**config.mk**
```make
export PLATFORM = sky130hd
export DESIGN_NAME = operand_loader
export DESIGN_NICKNAME = d
export VERILOG_FILES = /design/src/rtl/addsub_pkg.sv /design/src/rtl/key_debounce.sv /design/src/rtl/operand_loader.sv
export SDC_FILE = /design/constraint.sdc
export NUM_CORES = 1
export LEC_CHECK = 0
export ABC_AREA = 1
export CORE_ASPECT_RATIO = 0.9
export CORE_MARGIN = 3
export CORE_UTILIZATION = 50
export DETAILED_ROUTE_END_ITERATION = 8
export PLACE_DENSITY = 0.79
export SYNTH_ARGS = -nofsm -noshare
export SYNTH_HDL_FRONTEND = slang
export SYNTH_SLANG_ARGS = --single-unit
```
**constraint.sdc**
```tcl
create_clock -name clk -period 1.8 [get_ports clk]
set_input_delay 0.27 -clock clk [delete_from_list [all_inputs] [get_ports clk]]
set_output_delay 0.27 -clock clk [all_outputs]
set_load 0.005 [all_outputs]
```
**src/rtl/addsub_pkg.sv**
```systemverilog
// Shared constants for the 4-bit adder/subtractor lab: entry-step codes
// (also used by the display top for prompts) and operation codes.
package addsub_pkg;

  // Entry step, exposed directly on the step output.
  typedef enum logic [1:0] {
    S_GET_X  = 2'd0,
    S_GET_Y  = 2'd1,
    S_GET_OP = 2'd2,
    S_DONE   = 2'd3
  } step_t;

  // Operation select carried on op.
  localparam logic OP_ADD = 1'b0;
  localparam logic OP_SUB = 1'b1;

  // 20 ms at the 50 MHz kit clock.
  localparam int DEBOUNCE_DEFAULT = 1_000_000;

  // Counter width able to hold the value n without wrapping.
  function automatic int cnt_width(input int n);
    return (n < 1) ? 1 : $clog2(n + 1);
  endfunction

endpackage

```
**src/rtl/key_debounce.sv**
```systemverilog
// Push-button conditioner: 2-flop synchronizer, saturating debounce
// counter and press detector. Emits a one-cycle pulse when the accepted
// level falls. A key already held when reset is released never pulses
// until it has been seen released after reset.
module key_debounce
  import addsub_pkg::*;
#(
  parameter int DEBOUNCE_CYCLES = DEBOUNCE_DEFAULT
) (
  input  logic clk,
  input  logic rst_n,
  input  logic key_n,
  output logic pressed
);

  localparam int                CNT_W   = cnt_width(DEBOUNCE_CYCLES);
  localparam logic [CNT_W-1:0]  CNT_MAX = CNT_W'(DEBOUNCE_CYCLES);
  localparam logic [CNT_W-1:0]  CNT_ONE = CNT_W'(1);

  logic             sync1_r;
  logic             sync2_r;
  logic             level_r;
  logic [CNT_W-1:0] cnt_r;
  logic [1:0]       fill_r;
  logic             armed_r;
  logic             pressed_r;

  logic [CNT_W-1:0] cnt_nx_s;
  logic             level_nx_s;
  logic             accept_s;
  logic             primed_s;

  // Bring the raw key into the clk domain.
  always_ff @(posedge clk) begin
    if (!rst_n) begin
      sync1_r <= 1'b1;
      sync2_r <= 1'b1;
    end else begin
      sync1_r <= key_n;
      sync2_r <= sync1_r;
    end
  end

  // Count consecutive mismatches; accept the new level once the count is full.
  always_comb begin
    cnt_nx_s   = cnt_r;
    level_nx_s = level_r;
    accept_s   = 1'b0;
    if (sync2_r == level_r) begin
      cnt_nx_s = '0;
    end else if (cnt_r >= CNT_MAX) begin
      level_nx_s = sync2_r;
      cnt_nx_s   = '0;
      accept_s   = 1'b1;
    end else begin
      cnt_nx_s = cnt_r + CNT_ONE;
    end
  end

  // Accepted level and its mismatch counter.
  always_ff @(posedge clk) begin
    if (!rst_n) begin
      level_r <= 1'b1;
      cnt_r   <= '0;
    end else begin
      level_r <= level_nx_s;
      cnt_r   <= cnt_nx_s;
    end
  end

  // The synchronizer holds reset values for two cycles; only trust it after that.
  assign primed_s = (fill_r == 2'd2);

  // Track synchronizer fill and arm the detector once a real release is seen.
  always_ff @(posedge clk) begin
    if (!rst_n) begin
      fill_r  <= 2'd0;
      armed_r <= 1'b0;
    end else begin
      if (!primed_s) begin
        fill_r <= fill_r + 2'd1;
      end else begin
        fill_r <= fill_r;
      end
      armed_r <= armed_r | (primed_s & sync2_r & level_r);
    end
  end

  // One-cycle pulse on an accepted fall of an armed key.
  always_ff @(posedge clk) begin
    if (!rst_n) begin
      pressed_r <= 1'b0;
    end else begin
      pressed_r <= accept_s & ~sync2_r & armed_r;
    end
  end

  assign pressed = pressed_r;

endmodule

```
**src/rtl/operand_loader.sv**
```systemverilog
// Operand entry stage: collects x, y and op one step at a time from the
// slide switches, advanced with the enter key and stepped back with the
// back key. Captured values stay stable for the datapath until overwritten.
module operand_loader
  import addsub_pkg::*;
#(
  parameter int DEBOUNCE_CYCLES = DEBOUNCE_DEFAULT
) (
  input  logic       clk,
  input  logic       rst_n,
  input  logic [3:0] sw_data,
  input  logic       key_enter_n,
  input  logic       key_back_n,
  output logic [3:0] x,
  output logic [3:0] y,
  output logic       op,
  output logic       valid,
  output logic [1:0] step
);

  logic       enter_s;
  logic       back_s;
  logic       advance_s;

  step_t      state_r;
  step_t      state_nx_s;
  logic [3:0] x_r;
  logic [3:0] y_r;
  logic       op_r;
  logic       valid_r;
  logic [3:0] x_nx_s;
  logic [3:0] y_nx_s;
  logic       op_nx_s;
  logic       valid_nx_s;

  key_debounce #(
    .DEBOUNCE_CYCLES (DEBOUNCE_CYCLES)
  ) u_enter (
    .clk     (clk),
    .rst_n   (rst_n),
    .key_n   (key_enter_n),
    .pressed (enter_s)
  );

  key_debounce #(
    .DEBOUNCE_CYCLES (DEBOUNCE_CYCLES)
  ) u_back (
    .clk     (clk),
    .rst_n   (rst_n),
    .key_n   (key_back_n),
    .pressed (back_s)
  );

  // Back has priority: a coincident enter is dropped.
  assign advance_s = enter_s & ~back_s;

  // Next step and capture values; anything not written holds.
  always_comb begin
    state_nx_s = state_r;
    x_nx_s     = x_r;
    y_nx_s     = y_r;
    op_nx_s    = op_r;
    valid_nx_s = valid_r;
    case (state_r)
      S_GET_X: begin
        if (advance_s) begin
          x_nx_s     = sw_data;
          state_nx_s = S_GET_Y;
        end else begin
          state_nx_s = S_GET_X;
        end
      end
      S_GET_Y: begin
        if (back_s) begin
          state_nx_s = S_GET_X;
        end else if (advance_s) begin
          y_nx_s     = sw_data;
          state_nx_s = S_GET_OP;
        end else begin
          state_nx_s = S_GET_Y;
        end
      end
      S_GET_OP: begin
        if (back_s) begin
          state_nx_s = S_GET_Y;
        end else if (advance_s) begin
          op_nx_s    = sw_data[0];
          valid_nx_s = 1'b1;
          state_nx_s = S_DONE;
        end else begin
          state_nx_s = S_GET_OP;
        end
      end
      S_DONE: begin
        if (back_s) begin
          valid_nx_s = 1'b0;
          state_nx_s = S_GET_OP;
        end else if (advance_s) begin
          valid_nx_s = 1'b0;
          state_nx_s = S_GET_X;
        end else begin
          state_nx_s = S_DONE;
        end
      end
      default: begin
        valid_nx_s = 1'b0;
        state_nx_s = S_GET_X;
      end
    endcase
  end

  // Step register.
  always_ff @(posedge clk) begin
    if (!rst_n) begin
      state_r <= S_GET_X;
    end else begin
      state_r <= state_nx_s;
    end
  end

  // Captured operands and the complete-set flag.
  always_ff @(posedge clk) begin
    if (!rst_n) begin
      x_r     <= 4'h0;
      y_r     <= 4'h0;
      op_r    <= OP_ADD;
      valid_r <= 1'b0;
    end else begin
      x_r     <= x_nx_s;
      y_r     <= y_nx_s;
      op_r    <= op_nx_s;
      valid_r <= valid_nx_s;
    end
  end

  assign x     = x_r;
  assign y     = y_r;
  assign op    = op_r;
  assign valid = valid_r;
  assign step  = state_r;

endmodule

```
==> results.txt, run 1 <==
- Run status: finished clean
* Total iterations of the first detailed-routing run: 4
* Number of antenna violations at the first check in global routing: 0
- After Yosys synthesis, and, or, nand and nor cells account for 34.8% of the synthesized area.
- The number of antenna diodes in the final layout is 0.
* CTS Root Cell: clkbuf_8
* Most frequent CP cell: nand2_1
- Summed instance area of the synthesized netlist: 3120 µm²
* Peak supply drop: 559 µV
- Overall die width: 89.3 µm
- Averaged over all synthesized cells, the footprint is 7.15 µm².
- Counting every sink on the clock net gives 66.
* Met2 Resource Use GR: 28.9%
- Vias in the first global route: 2449
- Sequential share of power: 50.7%
- The clock period could shrink to 1.53 ns.
- Row cnt: 26
* Count of yosys warnings during synthesis: 0
* Slowest-stage cell, CP: dfxtp_1
- Final estimated routing congestion in global placement: 0.848
- In this run, synthesis inferred 0 flip-flops with an integrated enable.
- Clock-pin slew was measured on the worst setup and hold paths at 0.07 ns.
- Data on the critical path arrives at its endpoint at 1.80 ns.
- Power spread over the standard cell area amounts to 843 nW/µm².
- The tool flagged a number of max-cap violations equal to 0.
- Once routing completed, OpenROAD measured the worst setup slack at 0.267 ns.
- Post-CTS timing repair inserted 0 buffers for setup.
- The first routing iteration left 124 violations.
- The design draws 3.04 mW.
- Using the TritonRoute via totals, the vias-per-cell ratio works out to 4.90.
- Of the cells placed in the final design, the portion with a size suffix greater than 1 is 11.8%.
- Seq/Total Area, Yosys: 42.3%
- By area, the combinational part of the netlist is dominated by simple AND/OR/NAND/NOR gates.
* Source-to-sink clock delay at the later pin of the worst-skew pair: 0.33 ns
* Measured slew at the worst slew-check pin: 0.295 ns
* RSZ-0062 raised after global routing: no
* Complex-gate fraction of the synthesized area: 8.41%
- Adding up every negative setup slack in the final design gives 0 ns.
- Global routing used 18.0% of the available tracks across all layers.
* Family with the most delay on the worst path: simple AND/OR/NAND/NOR gates
- The number of hold buffers added after CTS was 0.
* Internal power component: 2.43 mW
* Net switching share of the total power: 20.2%
- For this run the aggregate overflow at the end of global routing stands at 0.
- The setup path with the least slack is of type reg -> reg.
- The worst setup path is captured at a flop.
- Pin count of the biggest net entering global routing: 21
* Number of library cell types mapped by synthesis: 28
* Clock Skew: 0.00584 ns
- Level count of the clock H-tree: 3
- Once the floorplan was initialized, standard cells occupied 53.4% of the core.
- The synthesized netlist devotes 2.40% of its cell area to adder and majority cells.
- After layout, the worst path uses 85.2% of the clock period.
- Headroom to the max-slew limit came out at 80.1%.
* Number of nets in the layout: 478
- Required arrival time at the worst endpoint: 2.06 ns
* Post-DRT Antenna Nets: 0
* Floorplan core area: 5860 µm²
* Clock power share: 44.6%
- Wire length of the first global-routing pass: 10200 µm
* Switching power: 613 µW
- Together, buffers and inverters on the worst path number 1.
- Most used routing layer: met2
* Final Hold Violating Endpoints: 0
- Synthesis-stage register bit count: 66
- In the global route stage, met3 resource usage came out at 6.49%.
- Maximum buffer depth of the clock tree: 2
* Total clock buffers created by CTS: 9
* Highest cell delay on the worst timing path: 0.45 ns
* Post-synth ARST share: 0%
- Worst Setup Slack post-DPL: 0.259 ns
- Biggest area contributors in the synthesized netlist: dfxtp_1 (42%), nand2_1 (12%), nor2_1 (9.1%)
- Along the worst path, the maximum fanout reaches 7.
- After detailed routing, the number of remaining DRC violations is 0.
- Summed over all nets, the half-perimeter wirelength after detailed placement is 4250 µm.
- The synthesized netlist devotes 4.77% of its cell area to XOR and XNOR gates.
- For this block, the routed nets add up to 5690 µm of wire.
* Final number of max-transition violations: 0
- In the final routed layout, each cell accounts on average for 10.6 µm.
- Buffers placed on the I/O ports in this run total 19.
- Height of the die: 81.0 µm
- Biggest area consumer among synthesized cells: dfxtp_1
* Post-synth top cells: nand2_1 (98), nor2_1 (76), dfxtp_1 (66)
* Multiplexer share of the synthesized area: 0%
- Cell with the most instances after synthesis: nand2_1
* Final setup viols: 0
- Walking the worst path, the cells encountered are ha_1, nand2_1, inv_2, nand2_1, nor2_1, nand4_1, a21oi_1.
* Max Clk Rate: 0.652 GHz
- P&R area growth vs syn: 15.4%
- Number of nets produced by synthesis: 451
* Number of top-level pins: 20
* Share of total power in combinational logic: 4.7%
- Via total after detailed routing: 2634
* Met1 Usage GRT: 22.4%
* Leakage power of the design: 1.26 nW
- STA classifies the critical path startpoint as a flop.
- Synthesis produced 437 cells.
- Cells resized by post-CTS repair: 0
- The die covers 7230 µm².
- Worst Hold Class: reg -> reg
- TritonCTS built the clock tree.
* Area share of the largest cell type after synthesis: 42.3%
- Most used flip-flop cell after synthesis: dfxtp_1
[worst reg2reg max path, cell delays in order (launching register included)]
cell and delay (ns):
dfxtp_1 0.45, ha_1 0.28, nand2_1 0.09, inv_2 0.09, nand2_1 0.08, nor2_1 0.22
nand4_1 0.12, a21oi_1 0.15
[per-stage QoR]
step	cells	hold slack, ns	instance area [µm²]	utilization [%]
2_1_floorplan	437	0.377	3120	-
3_3_place_gp	523	0.419	3390	57.8
3_5_place_dp	523	0.409	3390	57.8
4_1_cts	538	0.426	3600	61.6
5_1_grt	538	0.436	3600	61.6
6_report	538	0.422	3600	61.6
[cell type report]
class | count | area [µm²]
inverter | 51 | 191
clock buffer | 13 | 159
tap | 70 | 87.6
clock inverter | 2 | 60.1
sequential | 66 | 1320
timing repair buffer | 22 | 213
multi-input combinational | 314 | 1570
fill | 509 | 2250
[per-layer routing]
layer,part of all wire (%),wire length (µm)
met1,49,2790
met2,46,2640
met3,3.4,194
met4,1.1,63
met5,0,0
[registers in the layout, summed over array words and instances, names as in the netlist]
name / cells
u_back.armed_r: 1
u_back.sync2_r: 1
u_enter.sync1_r: 1
u_back.pressed: 1
u_back.sync1_r: 1
u_enter.fill_r: 2
u_enter.armed_r: 1
y: 4
op: 1
u_enter.level_r: 1
u_enter.sync2_r: 1
u_enter.pressed: 1
u_back.cnt_r: 20
u_back.fill_r: 2
x: 4
valid: 1
step: 2
u_enter.cnt_r: 20
u_back.level_r: 1
[power by group through the flow]
stage	sequential (mW)	combinational, mW	clock (mW)
2_1_floorplan	1.57	0.102	0
3_3_place_gp	1.57	0.136	0
3_5_place_dp	1.57	0.145	0
4_1_cts	1.54	0.146	1.39
5_1_grt	1.55	0.172	1.46
6_report	1.54	0.144	1.36
[path summary, 6_finish.rpt]
| path | from | endpoint | slack [ns] | cells after the start |
|---|---|---|---|---|
| worst max-delay path | u_enter.cnt_r[0]$_SDFF_PP0_ | u_enter.cnt_r[14]$_SDFF_PP0_ | 0.27 | 7 |
| worst min-delay path | u_enter.sync1_r$_SDFF_PN1_ | u_enter.sync2_r$_SDFF_PN1_ | 0.42 | 1 |
| worst max register to register | u_enter.cnt_r[0]$_SDFF_PP0_ | u_enter.cnt_r[14]$_SDFF_PP0_ | 0.27 | 7 |
| worst min register to register | u_enter.sync1_r$_SDFF_PN1_ | u_enter.sync2_r$_SDFF_PN1_ | 0.42 | 1 |
[logic make-up (layout without fill, tap and decap cells)]
logic type | Yosys count | after routing
xor gates and xnor gates | 17 | 17
adders and majority gates | 6 | 6
buffers and inverters | 57 | 88
and+or+nand+nor | 243 | 243
AOI/OAI and AO/OA | 48 | 48
DFF | 66 | 66
[cell usage in the layout, fill, tap and decap left out]
master / synthesis / layout
a21oi_1: 22 / 22
a21oi_2: 5 / 5
buf_4: 4 / 3
bufinv_16: 0 / 2
clkbuf_1: 1 / 2
clkbuf_8: 0 / 11
clkdlybuf4s50_1: 0 / 19
dfxtp_1: 66 / 66
ha_1: 6 / 6
inv_1: 49 / 49
inv_2: 2 / 2
nand2_1: 98 / 98
nand2_2: 8 / 8
nand3_1: 21 / 21
nand3_2: 2 / 2
nand3b_1: 3 / 3
nand4_1: 7 / 7
nor2_1: 76 / 76
nor2_2: 13 / 13
nor2_4: 3 / 3
nor3_1: 3 / 3
nor3_2: 1 / 1
nor3b_1: 1 / 1
o21ai_0: 20 / 20
o311ai_0: 1 / 1
or2_0: 1 / 1
or2_1: 1 / 1
or2_2: 5 / 5
xnor2_1: 8 / 8
xor2_1: 9 / 9
Note: power is estimated with default switching activity, not from simulation.
==> inputs of run 2 (changes only) <==
CAP_MARGIN = 40   (was unset)
clock period = 1.75 ns   (was 1.8 ns; I/O delays follow)
==> results.txt, run 2 (same netlist as run 1, synthesis figures left out) <==
- Run status: finished clean
- STA puts the critical path data required time at 1.49 ns.
- Along the worst hold path, the cell count comes to 1.
- Worst slew margin relative to its limit: 74.0%
- Height of the die: 81.0 µm
* Crit-path max FO: 5
* Vias in the first global route: 2386
* Family with the most delay on the worst path: buffers and inverters
- Final number of max-transition violations: 0
* Startpoint Class: flop
- Max Clk Rate: 0.653 GHz
* # clock sinks: 66
- Clock tree synthesis selected as its root buffer the cell clkbuf_8.
- Worst reg-to-reg setup slack: 0.27 ns
- Once the clock tree was built, the resizer swapped 0 gates to a different size.
- Power Dens Cells: 837 nW/µm²
* Clock transition at path regs: 0.07 ns
- The worst setup path is captured at an output port.
* Number of antenna violations at the first check in global routing: 0
- RSZ-0062 raised after global routing: no
- Once detailed placement completed, the half-perimeter wirelength came to 4350 µm.
* Post-DRT Antenna Nets: 0
* List of cells traversed by the critical path: clkdlybuf4s50_1
- Via total after detailed routing: 2622
- Measured along the x axis, the die boundary spans 89.3 µm.
* Max cap viols: 0
* Power after layout: 3.02 mW
- Entering global routing, the biggest net connects 21 pins.
* CP Buf/Inv Count: 1
- Slowest-stage cell, CP: clkdlybuf4s50_1
* Area of the die: 7230 µm²
* Class of the most critical setup path: reg -> out
- The first detailed-routing pass ran for 4 iterations.
- Total clock buffers created by CTS: 9
* End point of the worst hold path: u_back.sync2_r$_SDFF_PN1_
- The floorplan has 26 rows.
- Final Hold Violating Endpoints: 0
* Fraction of final layout cells with drive strength greater than 1: 12.5%
- The final layout contains routed wiring with a total length of 5800 µm.
* Detail-routed net length per standard cell: 10.7 µm
- Setup total negative slack: 0 ns
* Number of buffers inserted for hold repair after clock tree synthesis: 0
* Final estimated routing congestion in global placement: 0.855
- Clock Skew: 0.00711 ns
* Wire length of the first global-routing pass: 10100 µm
- Via count normalized by instance count: 4.85
* Highest cell delay on the worst timing path: 0.54 ns
- In the layout the commonest cells are nand2_1 (98), nor2_1 (76), dfxtp_1 (66).
- Number of top-level pins: 20
* Total of fill cells in the finished design: 529
- Maximum buffer depth of the clock tree: 2
- The initial utilization of the core area, before any placement, comes to 53.4%.
- The startpoint identified for the worst hold timing path is u_back.sync1_r$_SDFF_PN1_.
- Floorplan core area: 5860 µm²
- Residual DRC: 0
- At the later pin of the worst-skew pair, clock insertion delay measures 0.34 ns.
- The library cell used most frequently in the layout, excluding fill and tap cells, is nand2_1.
- The endpoint identified for the worst register-to-register timing path is u_back.cnt_r[18]$_SDFF_PP0_.
- In this run the static leakage power is 1.26 nW.
- TritonCTS built the clock tree.
* Arrival time of data at the critical path endpoint: 1.27 ns
* Measured slew at the worst slew-check pin: 0.385 ns
- Counting cells, the worst reg-to-reg path comes to 8.
* Count of buffers from port buffering: 19
- Peak supply drop: 411 µV
* Worst reg2reg startpoint: u_back.cnt_r[0]$_SDFF_PP0_
* Number of nets in the layout: 480
* Final setup viols: 0
- The smallest clock period supported by the final layout is computed as 1.53 ns.
- 0 antenna diodes ended up in the layout.
- In this run, the number of DRC markers left after iteration 0 of detailed routing was 100.
- Total setup buffers inserted after CTS: 0
- Level count of the clock H-tree: 3
- Hold is met by 0.420 ns.
* Fin crit share: 87.5%
- The largest registers in the layout are u_back.cnt_r: 20 flops, u_enter.cnt_r: 20 flops.
- In the global route stage, overall resource usage came out at 17.7%.
- The min-delay analysis places its worst path in the category reg -> reg.
* P&R area growth vs syn: 15.4%
* Total congestion overflow after global routing: 0
[run 2: cell types whose count changed in the layout (fill, tap and decap cells not counted)]
cell	delta
clkinv_2	+1
clkinvlp_4	+2
buf_4	+2
bufinv_16	-1
clkbuf_1	-1
[run 2: power by group]
group	internal [mW]	total, mW	leakage, nW	switching (mW)
clock	0.733	1.28	0.0986	0.549
sequential	1.56	1.58	0.534	0.0266
combinational	0.0678	0.154	0.623	0.0863
[run 2: per-stage QoR]
stage,setup WS [ns],utilization (%),instance area (µm²),instances
after global routing,0.119,61.6,3610,541
after global placement,0.251,58.1,3400,525
after floorplan,0.421,-,3120,437
after CTS,0.206,61.6,3610,541
after detailed placement,0.214,58.1,3400,525
final,0.219,61.6,3610,541
[run 2: metal layers]
layer | track usage [%] | wire length [µm]
met5 | 0 | 0
met3 | 5.78 | 162
met2 | 29.6 | 2740
met1 | 21.9 | 2840
met4 | 4.46 | 66
[run 2: area by class of cell]
cell class,instances,area [µm²],share of cell area (%)
Timing Repair Buffer,24,228,6.32
Tap cell,70,87.6,2.43
Inverter,51,191,5.31
Sequential cell,66,1320,36.6
Clock inverter,4,50.0,1.39
Multi-Input combinational cell,314,1570,43.6
Clock buffer,12,155,4.30
[run 2: how the worst max path moves through the flow]
stage	startpoint	endpoint	slack (ns)	cells after the start
after global routing	u_back.cnt_r[0]$_SDFF_PP0_	u_back.cnt_r[18]$_SDFF_PP0_	0.12	8
after detailed placement	rst_n	u_enter.cnt_r[2]$_SDFF_PP0_	0.21	6
final	step[0]$_SDFF_PN0_	step[0]	0.22	1
after CTS	step[0]$_SDFF_PN0_	step[0]	0.21	1
after floorplan	u_enter.cnt_r[0]$_SDFF_PP0_	u_enter.cnt_r[6]$_SDFF_PP0_	0.42	7
after global placement	rst_n	u_enter.cnt_r[18]$_SDFF_PP0_	0.25	6
==> edit 1: new RTL, flow settings as in run 1 <==
Reset style: asynchronous (`rst_n`), changed in 6 clocked blocks. Comments in the files are not updated.
--- a/src/rtl/key_debounce.sv
+++ b/src/rtl/key_debounce.sv
@@ -31,7 +31,7 @@
   logic             primed_s;
 
   // Bring the raw key into the clk domain.
-  always_ff @(posedge clk) begin
+  always_ff @(posedge clk or negedge rst_n) begin
     if (!rst_n) begin
       sync1_r <= 1'b1;
       sync2_r <= 1'b1;
@@ -58,7 +58,7 @@
   end
 
   // Accepted level and its mismatch counter.
-  always_ff @(posedge clk) begin
+  always_ff @(posedge clk or negedge rst_n) begin
     if (!rst_n) begin
       level_r <= 1'b1;
       cnt_r   <= '0;
@@ -72,7 +72,7 @@
   assign primed_s = (fill_r == 2'd2);
 
   // Track synchronizer fill and arm the detector once a real release is seen.
-  always_ff @(posedge clk) begin
+  always_ff @(posedge clk or negedge rst_n) begin
     if (!rst_n) begin
       fill_r  <= 2'd0;
       armed_r <= 1'b0;
@@ -87,7 +87,7 @@
   end
 
   // One-cycle pulse on an accepted fall of an armed key.
-  always_ff @(posedge clk) begin
+  always_ff @(posedge clk or negedge rst_n) begin
     if (!rst_n) begin
       pressed_r <= 1'b0;
     end else begin
--- a/src/rtl/operand_loader.sv
+++ b/src/rtl/operand_loader.sv
@@ -110,7 +110,7 @@
   end
 
   // Step register.
-  always_ff @(posedge clk) begin
+  always_ff @(posedge clk or negedge rst_n) begin
     if (!rst_n) begin
       state_r <= S_GET_X;
     end else begin
@@ -119,7 +119,7 @@
   end
 
   // Captured operands and the complete-set flag.
-  always_ff @(posedge clk) begin
+  always_ff @(posedge clk or negedge rst_n) begin
     if (!rst_n) begin
       x_r     <= 4'h0;
       y_r     <= 4'h0;
Function: same outputs for any inputs over 10 cycles, from zero or initial values and one cycle with rst_n low; that may be too few to reach the edited logic, so the function may still have changed.
==> edit 1 against run 1 <==
Power decreased by 5.5%; setup slack got worse by 0.046 ns; design area rose by 7.7%; count of clock-buffer cells in the layout is 4 lower; die area up 7.7%; area after synthesis is 8.3% higher; sequential cell count is the same; via count rose by 2.8%; wire length is 16% higher; critical endpoint is now u_enter.cnt_r[7]$_DFF_PN0_; largest cell class is now flip-flops and latches; highest routed layer unchanged.
==> edit 1: results (changes against run 1) <==
* CTS H-Tree Depth at 3 (unchanged)
* Worst Hold Depth at 1 (unchanged)
* Area share of fa/ha/maj cells after synthesis at 0.0222 (was 0.0240)
* Crit path max fanout at 20 (was 7)
* Total Wirelength at 6.59 mm (was 5.69 mm)
* Worst EP arrival at 1.83 ns (was 1.80 ns)
* Clock Latency Late Sink at 0.35 ns (was 0.33 ns)
* Post-Synth XOR/XNOR Area at 0.0595 (was 0.0477)
* Sequential area share after synthesis at 0.490 (was 0.423)
* Rel. slew slack at 0.705 (was 0.801)
* Placed insts at 520 (was 523)
* Leakage at 1.77 nW (was 1.26 nW)
* VDD IR max at 0.478 mV (was 0.559 mV)
* Worst R2R Setup Slack at 0.22 ns (was 0.27 ns)
* Worst Clk Skew at 0.0149 ns (was 0.00584 ns)
* Worst Setup SP: u_enter.cnt_r[7]$_DFF_PN0_ (was u_enter.cnt_r[0]$_SDFF_PP0_)
* Placer Congestion at 0.843 (was 0.848)
* Top cells by count, synth: 92 x nand2_1, 77 x nor2_1, 60 x dfrtp_1 (was 98 x nand2_1, 76 x nor2_1, 66 x dfxtp_1)
* FF-to-FF path depth at 5 (was 7)
* Nets at 459 (was 478)
* Share of cells above drive strength 1 at 0.116 (was 0.118)
* DRT iter0 DRCs at 108 (was 124)
* WL/cell at 12.3 um (was 10.6 um)
* First-pass GRT wire length at 11.6 mm (was 10.2 mm)
* Synth top area cells: dfrtp_1 44%, nand2_1 10%, nor2_1 8.5% (was dfxtp_1 42%, nand2_1 12%, nor2_1 9.1%)
* Vias in the first global route at 2582 (was 2449)
* Status: finished, final reports clean (unchanged)
* Syn Nets at 430 (was 451)
* Hold Startpoint: key_back_n (was u_enter.sync1_r$_SDFF_PN1_)
* HPWL after DPL at 4.66 mm (was 4.25 mm)
* CP max stage delay at 0.42 ns (was 0.45 ns)
* Dpl cell area at 3670 um^2 (was 3390 um^2)
* CP Capture Point: u_enter.cnt_r[7]$_DFF_PN0_ (was u_enter.cnt_r[14]$_SDFF_PP0_)
* Psw at 0.687 mW (was 0.613 mW)
* Synth Area in Compound Gates at 0.0607 (was 0.0841)
* Crit-path slowest cell: dfrtp_1 (was dfxtp_1)
* Total global-route track usage at 0.187 (was 0.180)
* Fillers at 569 (was 509)
* Via/cell ratio at 5.04 (was 4.90)
* Min-delay worst type: primary input to flop (was flop to flop)
* Largest net degree at the start of global routing at 67 (was 21)
* Synth async-reset ratio at 1.00 (was 0)
-- edit 1: changes by cell type after synthesis, moves of 5 or more --
cell and delta:
or2_2 -5, xor2_1 +6, o21ai_1 +5, a21oi_1 -15, dfstp_2 +6, dfxtp_1 -66, nand2_1 -6, nor2_2 -5
a21oi_2 -5, dfrtp_1 +60
-- edit 1: logic make-up after synthesis --
kind of cell | count (synthesis)
AO/OA/AOI/OAI | 37
flip-flops | 66
XOR/XNOR | 23
AND/OR/NAND/NOR | 229
adder cells (fa/ha/maj) | 6
buffers and inverters | 55
-- edit 1: what timing repair did --
action                    in CTS  in global routing
hold buffers                   1                  0
resized for setup              0                  0
hold endpoints to repair      60                  0
-- edit 1: power by group through the flow --
stage	registers, mW	clock network (mW)	logic, mW
2_1_floorplan	1.54	0	0.0480
3_3_place_gp	1.55	0	0.0991
3_5_place_dp	1.55	0	0.101
4_1_cts	1.52	1.30	0.103
5_1_grt	1.52	1.36	0.114
6_report	1.52	1.25	0.0995
-- edit 1: metal layers --
layer | GRT usage | up-vias | part of all wire
met2 | 0.297 | 51 | 0.48
met3 | 0.0577 | 8 | 0.046
met1 | 0.237 | 1291 | 0.46
met5 | 0 | - | 0
li1 | - | 1358 | -
met4 | 0.0772 | 0 | 0.0084
-- edit 1: final cells by class --
type,instances,area [um^2],share of cell area
Sequential cell,66,1660,0.427
Timing Repair Buffer,21,215,0.0554
Tap cell,87,109,0.0280
Inverter,52,195,0.0503
Clock inverter,7,76.3,0.0197
Multi-Input combinational cell,295,1500,0.387
Clock buffer,9,124,0.0319
-- edit 1: metrics by stage --
stage	hold WS, ns	setup WS [ns]
2_1_floorplan	-0.0256	0.528
3_3_place_gp	0.314	0.387
3_5_place_dp	0.313	0.289
4_1_cts	0.325	0.222
5_1_grt	0.318	0.130
6_report	0.344	0.221
==> edit 2: new RTL, flow settings as in run 1 <==
Made on the original files. `DEBOUNCE_DEFAULT`: 1_000_000 -> 2_000_000.
--- a/src/rtl/addsub_pkg.sv
+++ b/src/rtl/addsub_pkg.sv
@@ -15,7 +15,7 @@
   localparam logic OP_SUB = 1'b1;
 
   // 20 ms at the 50 MHz kit clock.
-  localparam int DEBOUNCE_DEFAULT = 1_000_000;
+  localparam int DEBOUNCE_DEFAULT = 2_000_000;
 
   // Counter width able to hold the value n without wrapping.
   function automatic int cnt_width(input int n);
Check against the original RTL: no difference found for any inputs over 10 cycles, from zero or initial values and one cycle with rst_n low; that may be too few to reach the edited logic, so the function may still have changed.
==> edit 2 against run 1 <==
Area after synthesis rose by 3.0%; design area up 3.0%; largest power group unchanged; die area rose by 2.8%; setup slack worse by 0.054 ns; highest routed layer unchanged; largest cell class unchanged; critical path depth down 6; sequential cell count rose by 2; combinational power up 3%; power grew 0.48%; wire length grew 6.4%.
==> edit 2: results (changes against run 1) <==
* Status: finished, final reports clean (unchanged)
* Nets at 481 (was 478)
* Fillers at 550 (was 509)
* Share of cells above drive strength 1 at 0.104 (was 0.118)
* Cell variety after synth at 31 (was 28)
* HPWL after DPL at 4.48 mm (was 4.25 mm)
* Worst Clk Skew at 0.00757 ns (was 0.00584 ns)
* Area share of fa/ha/maj cells after synthesis at 0.0233 (was 0.0240)
* Hold slack at 0.420 ns (was 0.422 ns)
* Dpl cell area at 3490 um^2 (was 3390 um^2)
* Sequential area share after synthesis at 0.423 (about the same)
* VDD IR max at 0.580 mV (was 0.559 mV)
* Placed insts at 543 (was 523)
* First-pass GRT wire length at 10.3 mm (was 10.2 mm)
* Top cells by count, synth: 99 x nor2_1, 94 x nand2_1, 68 x dfxtp_1 (was 98 x nand2_1, 76 x nor2_1, 66 x dfxtp_1)
* DRT iter0 DRCs at 168 (was 124)
* Post-Synth XOR/XNOR Area at 0.0731 (was 0.0477)
* Synth Area in Compound Gates at 0.0685 (was 0.0841)
* Worst EP arrival at 1.32 ns (was 1.80 ns)
* Placer Congestion at 0.855 (was 0.848)
* Capturing point of the worst reg2reg path: u_enter.cnt_r[16]$_SDFF_PP0_ (was u_enter.cnt_r[14]$_SDFF_PP0_)
* CP max stage delay at 0.54 ns (was 0.45 ns)
* Syn Nets at 454 (was 451)
* Total global-route track usage at 0.170 (was 0.180)
* Cell family with most CP delay: buffers and inverters (was simple AND/OR/NAND/NOR gates)
* Via/cell ratio at 4.79 (was 4.90)
* Mapped Cells at 440 (was 437)
* Place WS at 0.218 ns (was 0.259 ns)
-- edit 2: cell types whose count changed after synthesis, sizes merged, moves of 3 or more --
cell / change
nand2: -10
nor2: +15
xor2: +9
inv: -7
o21ai: -3
a21oi: -8
nor3: +3
-- edit 2: area by class of cell --
| class | count | area [um^2] | area share |
|---|---|---|---|
| clock buffer | 13 | 179 | 0.0482 |
| inverter | 44 | 165 | 0.0445 |
| timing repair buffer | 22 | 213 | 0.0573 |
| multi-input combinational | 322 | 1640 | 0.442 |
| sequential | 68 | 1360 | 0.367 |
| tap | 87 | 109 | 0.0293 |
| clock inverter | 3 | 42.5 | 0.0115 |
-- edit 2: how the worst max path moves through the flow --
stage,start,cells past startpoint,slack (ns),to
3_5_place_dp,rst_n,6,0.22,u_enter.cnt_r[2]$_SDFF_PP0_
6_report,step[0]$_SDFF_PN0_,1,0.21,step[0]
5_1_grt,u_enter.cnt_r[0]$_SDFF_PP0_,7,0.11,u_enter.cnt_r[16]$_SDFF_PP0_
2_1_floorplan,u_back.cnt_r[0]$_SDFF_PP0_,6,0.46,u_back.cnt_r[12]$_SDFF_PP0_
4_1_cts,step[0]$_SDFF_PN0_,1,0.20,step[0]
3_3_place_gp,rst_n,6,0.32,u_enter.cnt_r[2]$_SDFF_PP0_
-- edit 2: cells by family after synthesis --
group | Yosys count
AND/OR/NAND/NOR | 251
flip-flops | 68
buffers and inverters | 50
AO/OA/AOI/OAI | 39
XOR/XNOR | 26
adder cells (fa/ha/maj) | 6
-- edit 2: layer usage --
| layer | global-route usage | share of wire |
|---|---|---|
| met3 | 0.0589 | 0.034 |
| met5 | 0 | 0 |
| met2 | 0.289 | 0.47 |
| met1 | 0.209 | 0.49 |
| met4 | 0.0474 | 0.010 |
-- edit 2: power groups by stage --
stage          Clock (mW)  Combinational (mW)  Sequential [mW]
6_report             1.32               0.148             1.58
5_1_grt              1.42               0.172             1.59
4_1_cts              1.36               0.149             1.58
3_5_place_dp            0               0.148             1.62
3_3_place_gp            0               0.137             1.61
2_1_floorplan           0               0.104             1.61
